## config.mk

```make
export PLATFORM = sky130hd
export DESIGN_NAME = microsequencer_flat
export DESIGN_NICKNAME = d
export VERILOG_FILES = /design/src/rtl/microsequencer_pkg.sv /design/src/rtl/microsequencer_if.sv /design/src/rtl/microsequencer_cond_select.sv /design/src/rtl/microsequencer.sv /design/src/flat_wrapper.sv
export SDC_FILE = /design/constraint.sdc
export NUM_CORES = 1
export LEC_CHECK = 0
export CORE_MARGIN = 2
export CORE_UTILIZATION = 39
export CTS_CLUSTER_SIZE = 40
export DETAILED_ROUTE_END_ITERATION = 7
export PLACE_DENSITY = 0.73
export SKIP_CTS_REPAIR_TIMING = 1
export SLEW_MARGIN = 20
export SYNTH_ARGS = -nofsm -noshare
export SYNTH_HDL_FRONTEND = slang
export SYNTH_HIERARCHICAL = 1
export SYNTH_SLANG_ARGS = --single-unit
```

## constraint.sdc

```tcl
create_clock -name clk -period 2.7 [get_ports clk]
set_input_delay 0.54 -clock clk [delete_from_list [all_inputs] [get_ports clk]]
set_output_delay 0.54 -clock clk [all_outputs]
set_load 0.03 [all_outputs]
```

## src/rtl/microsequencer_pkg.sv

```systemverilog
// rtl/microsequencer_pkg.sv - shared widths, sequencing op and condition encodings
package microsequencer_pkg;

  localparam int STATE_W          = 7;
  localparam int DEF_NUM_STATES   = 13;
  localparam int DEF_FETCH_STATE  = 1;
  localparam int DEF_WAIT_TIMEOUT = 15;

  localparam logic [STATE_W-1:0] RESET_STATE = '0;

  typedef enum logic [2:0] {
    NS_DISPATCH = 3'b000,
    NS_FETCH    = 3'b001,
    NS_INC      = 3'b010,
    NS_JUMP     = 3'b011,
    NS_BR_T     = 3'b100,
    NS_BR_F     = 3'b101,
    NS_WAIT     = 3'b110,
    NS_RSVD     = 3'b111
  } ns_op_e;

  typedef enum logic [2:0] {
    COND_Z     = 3'd0,
    COND_N     = 3'd1,
    COND_C     = 3'd2,
    COND_V     = 3'd3,
    COND_MOC   = 3'd4,
    COND_TRUE  = 3'd5,
    COND_FALSE = 3'd6,
    COND_NONE  = 3'd7
  } cond_sel_e;

  // Wraps at 2**STATE_W; the caller range-checks the result.
  function automatic logic [STATE_W-1:0] state_inc(input logic [STATE_W-1:0] s);
    return s + STATE_W'(1);
  endfunction

endpackage

```

## src/rtl/microsequencer_if.sv

```systemverilog
// rtl/microsequencer_if.sv - control-word, flag and state signals between control unit and sequencer
interface microsequencer_if;
  import microsequencer_pkg::*;

  logic [2:0]         ns_sel;
  logic [2:0]         cond_sel;
  logic [STATE_W-1:0] cr;
  logic [STATE_W-1:0] dispatch_state;
  logic               stall;
  logic               flag_z;
  logic               flag_n;
  logic               flag_c;
  logic               flag_v;
  logic               mem_ready;
  logic [STATE_W-1:0] current_state;
  logic               seq_error;

  modport master (
    output ns_sel, cond_sel, cr, dispatch_state, stall,
    output flag_z, flag_n, flag_c, flag_v, mem_ready,
    input  current_state, seq_error
  );

  modport slave (
    input  ns_sel, cond_sel, cr, dispatch_state, stall,
    input  flag_z, flag_n, flag_c, flag_v, mem_ready,
    output current_state, seq_error
  );

endinterface

```

## src/rtl/microsequencer_cond_select.sv

```systemverilog
// rtl/microsequencer_cond_select.sv - 8:1 branch condition mux over ALU flags and memory ready
module cond_select
  import microsequencer_pkg::*;
(
  input  logic [2:0] cond_sel,
  input  logic       flag_z,
  input  logic       flag_n,
  input  logic       flag_c,
  input  logic       flag_v,
  input  logic       mem_ready,
  output logic       cond
);

  always_comb begin
    cond = 1'b0;
    case (cond_sel_e'(cond_sel))
      COND_Z:    cond = flag_z;
      COND_N:    cond = flag_n;
      COND_C:    cond = flag_c;
      COND_V:    cond = flag_v;
      COND_MOC:  cond = mem_ready;
      COND_TRUE: cond = 1'b1;
      default:   cond = 1'b0;
    endcase
  end

endmodule

```

## src/rtl/microsequencer.sv

```systemverilog
// rtl/microsequencer.sv - control-state register and next-state engine feeding the microstore
module microsequencer
  import microsequencer_pkg::*;
#(
  parameter int NUM_STATES   = DEF_NUM_STATES,
  parameter int FETCH_STATE  = DEF_FETCH_STATE,
  parameter int WAIT_TIMEOUT = DEF_WAIT_TIMEOUT
) (
  input  logic             clk,
  input  logic             reset_n,
  microsequencer_if.slave  bus
);

  localparam int                 CNT_W      = $clog2(WAIT_TIMEOUT + 1);
  localparam logic [CNT_W-1:0]   CNT_MAX    = CNT_W'(WAIT_TIMEOUT);
  localparam logic [STATE_W-1:0] LAST_STATE = STATE_W'(NUM_STATES - 1);
  localparam logic [STATE_W-1:0] FETCH_TGT  = STATE_W'(FETCH_STATE);

  logic [STATE_W-1:0] state_q, state_d;
  logic [CNT_W-1:0]   cnt_q, cnt_d;
  logic               err_q, err_d;
  logic [STATE_W-1:0] target;
  logic [STATE_W-1:0] inc;
  logic               force_err;
  logic               cond;

  cond_select u_cond_select (
    .cond_sel  (bus.cond_sel),
    .flag_z    (bus.flag_z),
    .flag_n    (bus.flag_n),
    .flag_c    (bus.flag_c),
    .flag_v    (bus.flag_v),
    .mem_ready (bus.mem_ready),
    .cond      (cond)
  );

  assign inc = state_inc(state_q);

  always_ff @(posedge clk or negedge reset_n) begin
    if (!reset_n) begin
      state_q <= RESET_STATE;
      cnt_q   <= '0;
      err_q   <= 1'b0;
    end else begin
      state_q <= state_d;
      cnt_q   <= cnt_d;
      err_q   <= err_d;
    end
  end

  always_comb begin
    target    = state_q;
    force_err = 1'b0;
    state_d   = state_q;
    cnt_d     = cnt_q;
    err_d     = 1'b0;
    if (!bus.stall) begin
      // Any cycle that does not hold in WAIT restarts the timeout count.
      cnt_d = '0;
      case (ns_op_e'(bus.ns_sel))
        NS_DISPATCH: target = bus.dispatch_state;
        NS_FETCH:    target = FETCH_TGT;
        NS_INC:      target = inc;
        NS_JUMP:     target = bus.cr;
        NS_BR_T:     target = cond ? bus.cr : inc;
        NS_BR_F:     target = cond ? inc : bus.cr;
        NS_WAIT: begin
          if (bus.mem_ready) begin
            target = inc;
          end else if (cnt_q == CNT_MAX) begin
            force_err = 1'b1;
          end else begin
            target = state_q;
            cnt_d  = cnt_q + CNT_W'(1);
          end
        end
        default:     force_err = 1'b1;
      endcase
      if (force_err || target > LAST_STATE) begin
        state_d = RESET_STATE;
        err_d   = 1'b1;
      end else begin
        state_d = target;
      end
    end
  end

  assign bus.current_state = state_q;
  assign bus.seq_error     = err_q;

endmodule
```

## src/flat_wrapper.sv

```systemverilog
// flat-port wrapper written by rule: the top's interface ports become plain ports
module microsequencer_flat import microsequencer_pkg::*;
#(
  parameter int NUM_STATES   = DEF_NUM_STATES,
  parameter int FETCH_STATE  = DEF_FETCH_STATE,
  parameter int WAIT_TIMEOUT = DEF_WAIT_TIMEOUT
)
  (clk, reset_n, bus_ns_sel, bus_cond_sel, bus_cr, bus_dispatch_state, bus_stall, bus_flag_z, bus_flag_n, bus_flag_c, bus_flag_v, bus_mem_ready, bus_current_state, bus_seq_error);
  microsequencer_if bus_i ();
  input  logic clk;
  input  logic reset_n;
  input wire logic [$bits(bus_i.ns_sel)-1:0] bus_ns_sel;
  input wire logic [$bits(bus_i.cond_sel)-1:0] bus_cond_sel;
  input wire logic [$bits(bus_i.cr)-1:0] bus_cr;
  input wire logic [$bits(bus_i.dispatch_state)-1:0] bus_dispatch_state;
  input wire logic [$bits(bus_i.stall)-1:0] bus_stall;
  input wire logic [$bits(bus_i.flag_z)-1:0] bus_flag_z;
  input wire logic [$bits(bus_i.flag_n)-1:0] bus_flag_n;
  input wire logic [$bits(bus_i.flag_c)-1:0] bus_flag_c;
  input wire logic [$bits(bus_i.flag_v)-1:0] bus_flag_v;
  input wire logic [$bits(bus_i.mem_ready)-1:0] bus_mem_ready;
  output wire logic [$bits(bus_i.current_state)-1:0] bus_current_state;
  output wire logic [$bits(bus_i.seq_error)-1:0] bus_seq_error;
  assign bus_i.ns_sel = bus_ns_sel;
  assign bus_i.cond_sel = bus_cond_sel;
  assign bus_i.cr = bus_cr;
  assign bus_i.dispatch_state = bus_dispatch_state;
  assign bus_i.stall = bus_stall;
  assign bus_i.flag_z = bus_flag_z;
  assign bus_i.flag_n = bus_flag_n;
  assign bus_i.flag_c = bus_flag_c;
  assign bus_i.flag_v = bus_flag_v;
  assign bus_i.mem_ready = bus_mem_ready;
  assign bus_current_state = bus_i.current_state;
  assign bus_seq_error = bus_i.seq_error;
  microsequencer #(.NUM_STATES(NUM_STATES), .FETCH_STATE(FETCH_STATE), .WAIT_TIMEOUT(WAIT_TIMEOUT)) u_core (.clk(clk), .reset_n(reset_n), .bus(bus_i));
endmodule
```

==> results.cfg, run 1 <==
[cells_and_area]
drive_gt1_share_pct = 18.67
fin_cells = 178
fin_util_pct = 66.29
antenna_cells = 0
fin_nets = 182
syn2layout_area_growth_pct = 59.24

[synth]
synth.cells.most_frequent = dfrtp_1, nand2_1, nor2_1
synth_top_family_by_area = simple AND/OR/NAND/NOR gates
yosysWarnings = 6
yosys.area.top_type = dfrtp_1
synthCells = 101
synthXorXnorAreaFrac_pct = 1.902
async_reset_ff_share_pct = 100.0
yosys.area_share.adder_pct = 2.717
ys_seq_elements = 12
synth_nets = 131
yosysMostFrequentCell = dfrtp_1
synth_edf_count = 0
synthSimpleGateAreaFrac_pct = 30.30
synth.distinct_cells = 43
muxShareOfSynthArea_pct = 1.223
syn_area_um2 = 920.9
synth_compound_area_share_pct = 29.21
ys_top_cells_by_area = dfrtp_1, nand2_1, a32o_1, nor2_1, a22o_1
syn_avg_cell_area_um2 = 9.118
seq_area_frac_synth_pct = 32.61
dominantRegCellSynth = dfrtp_1
synth_top_area_share_pct = 32.61

[clock_network]
clockRootBuffer = clkbuf_4
cts_buffers = 3
clk_pin_slew_ns = 0.07
htree_levels = 1
numClockSinks = 12
clk_path_buf_depth = 2
cts_tree = done
clock_latency_ns = 0.26

[global_route]
track_usage_pct = 20.30
globalRouteMet3Util_pct = 1.429
antenna_found_initial = 0
grt_use_met2_pct = 34.58
grt_most_used_layer = met2
grt_pass1_vias = 966
grt-ovfl-total = 0
grt_use_met1_pct = 25.35
grt_start_max_net_pins = 17
grt_pass1_wl_um = 4146

[critical_path]
cp_max_fo = 4
endpoint_kind = flip-flop
arrival_ns = 2.72
start_kind = primary input
criticalPathCategory = primary input to flip-flop
worstPathRequired_ns = 2.82

[drt]
final_antenna_net_count = 0
wl_um = 2659
drtIter0Drc = 50
viasPerCell = 5.781
vias = 1029
wl_per_cell_um = 14.94
drt_first_pass_iters = 4
drcViolationCount = 0

[place]
dpl.hpwl_um = 2031
gp_congestion = 0.8587
port_buffers = 35
dp.cells = 173

[sta]
fin_setup_tns_ns = 0
slew_headroom_pct = 64.58
finalCritPeriodShare_pct = 96.53
hold_viol = 0
finClkSkew_ns = 0.001072
fmax_mhz = 383.7
finalSetupViolations = 0
tightestPinTransition_ns = 0.5297
report.final.slew_viol_count = 0
period_minus_slack_ns = 2.606

[floorplan]
die-area_um2 = 2766
core_region_area_um2 = 2212
rows = 17
start_util_pct = 41.63
die_h_um = 52.59
dieWidth_um = 52.59
io_pins = 36

[min_path]
hold_path_class = flip-flop to flip-flop

[pwr]
irDropWorstVdd_mv = 0.2213
power.density_nw_per_um2 = 344.8
leakagePower_nw = 0.6703

[run]
max_cap_viol_count = 0

[outcome]
outcome = complete, no violations
==> layer usage <==
| layer | vias to the layer above | part of all wire [%] | wire length (µm) |
|---|---|---|---|
| met5 | - | 0 | 0 |
| met4 | 0 | 1.0 | 27 |
| met3 | 2 | 7.2 | 191 |
| met2 | 54 | 50 | 1333 |
| met1 | 474 | 42 | 1107 |
| li1 | 499 | - | - |
==> power breakdown <==
part	leakage (nW)	switching [W]	internal [W]	total, W
Combinational	0.493	0.0000900	0.000107	0.000197
Sequential	0.164	0.0000173	0.000190	0.000208
Clock	0.0138	0.0000497	0.0000514	0.000101
Total	0.670	0.000157	0.000349	0.000506
==> final cells by class <==
class                      instances  area [µm²]
multi-input combinational         86       635.6
tap                               28       35.03
fill                             194       745.7
timing repair buffer              49       473.0
sequential                        12       300.3
clock buffer                       3       22.52
==> path summary, 6_finish.rpt <==
path / start / cells past startpoint / slack [ns] / endpoint
setup / recovery: bus_flag_n / 9 / 0.09 / u_core/bus.seq_error
hold / removal: u_core/cnt_q[3] / 1 / 0.54 / u_core/cnt_q[3]
setup reg to reg: u_core/cnt_q[0] / 7 / 0.42 / u_core/bus.current_state[0]
hold reg to reg: u_core/cnt_q[3] / 1 / 0.54 / u_core/cnt_q[3]
max in group asynchronous: reset_n / 1 / 1.72 / u_core/cnt_q[2]
min in group asynchronous: reset_n / 1 / 0.63 / u_core/bus.seq_error
==> layout by cell type, fill, tap and decap left out, drive strengths merged, types with 2 or more instances in the layout <==
cell type | Yosys | routed
clkdlybuf4s50 | 0 | 28
buf | 1 | 14
dfrtp | 12 | 12
nand2 | 9 | 9
nor2 | 8 | 8
dlymetal6s2s | 0 | 7
o21ai | 6 | 6
or3 | 5 | 5
and2 | 4 | 4
a21oi | 4 | 4
clkbuf | 2 | 3
nand2b | 3 | 3
nor3 | 3 | 3
nand3 | 3 | 3
a22o | 3 | 3
a32o | 3 | 3
and4bb | 2 | 2
a21o | 2 | 2
o211ai | 2 | 2
a32oi | 2 | 2
and3 | 2 | 2
xnor2 | 2 | 2
o31ai | 2 | 2
nor4 | 2 | 2
ha | 2 | 2
==> critical path, cell delays in order <==
cell	delay, ns
clkdlybuf4s50_1	0.47
a21oi_2	0.06
o22ai_2	0.21
and4bb_1	0.23
or3_4	0.42
a221o_1	0.37
o21ai_2	0.17
o21bai_4	0.15
a31oi_1	0.11
==> state kept, by name, summed over array words and instances (netlist names) <==
| register | count |
|---|---|
| u_core/bus.current_state | 7 |
| u_core/bus.seq_error | 1 |
| u_core/cnt_q | 4 |
==> through the flow <==
stage	hold WS (ns)	worst slack, ns	total power, W	area (µm²)
final	0.5392	0.09367	0.0005056	1466
after detailed placement	0.5034	-0.4501	0.0003988	1378
after floorplan	0.2444	0.1904	0.0002989	920.9
after global routing	0.5304	-0.006465	0.0005354	1466
after CTS	0.5122	-0.1820	0.0005011	1400
after global placement	0.4665	-0.3939	0.0003959	1378
==> logic make-up (layout without fill, tap and decap cells) <==
group,after synthesis,after routing
DFF,12,12
AOI/OAI and AO/OA,33,33
adders and majority gates,2,2
and+or+nand+nor,48,48
xor gates and xnor gates,2,2
buffers and inverters,3,52
muxes,1,1
Note: power is estimated with default switching activity, not from simulation.
==> inputs of run 2 (changes only) <==
Settings changed: SLEW_MARGIN 20 to 10.
==> results of run 2 <==
No change in the layout: final DEF, timing and power equal those of run 1.
==> inputs of run 3 (changes only) <==
Settings changed: CTS_CLUSTER_SIZE 40 to 20.
==> results of run 3 <==
No change in the layout: final DEF, timing and power equal those of run 1.
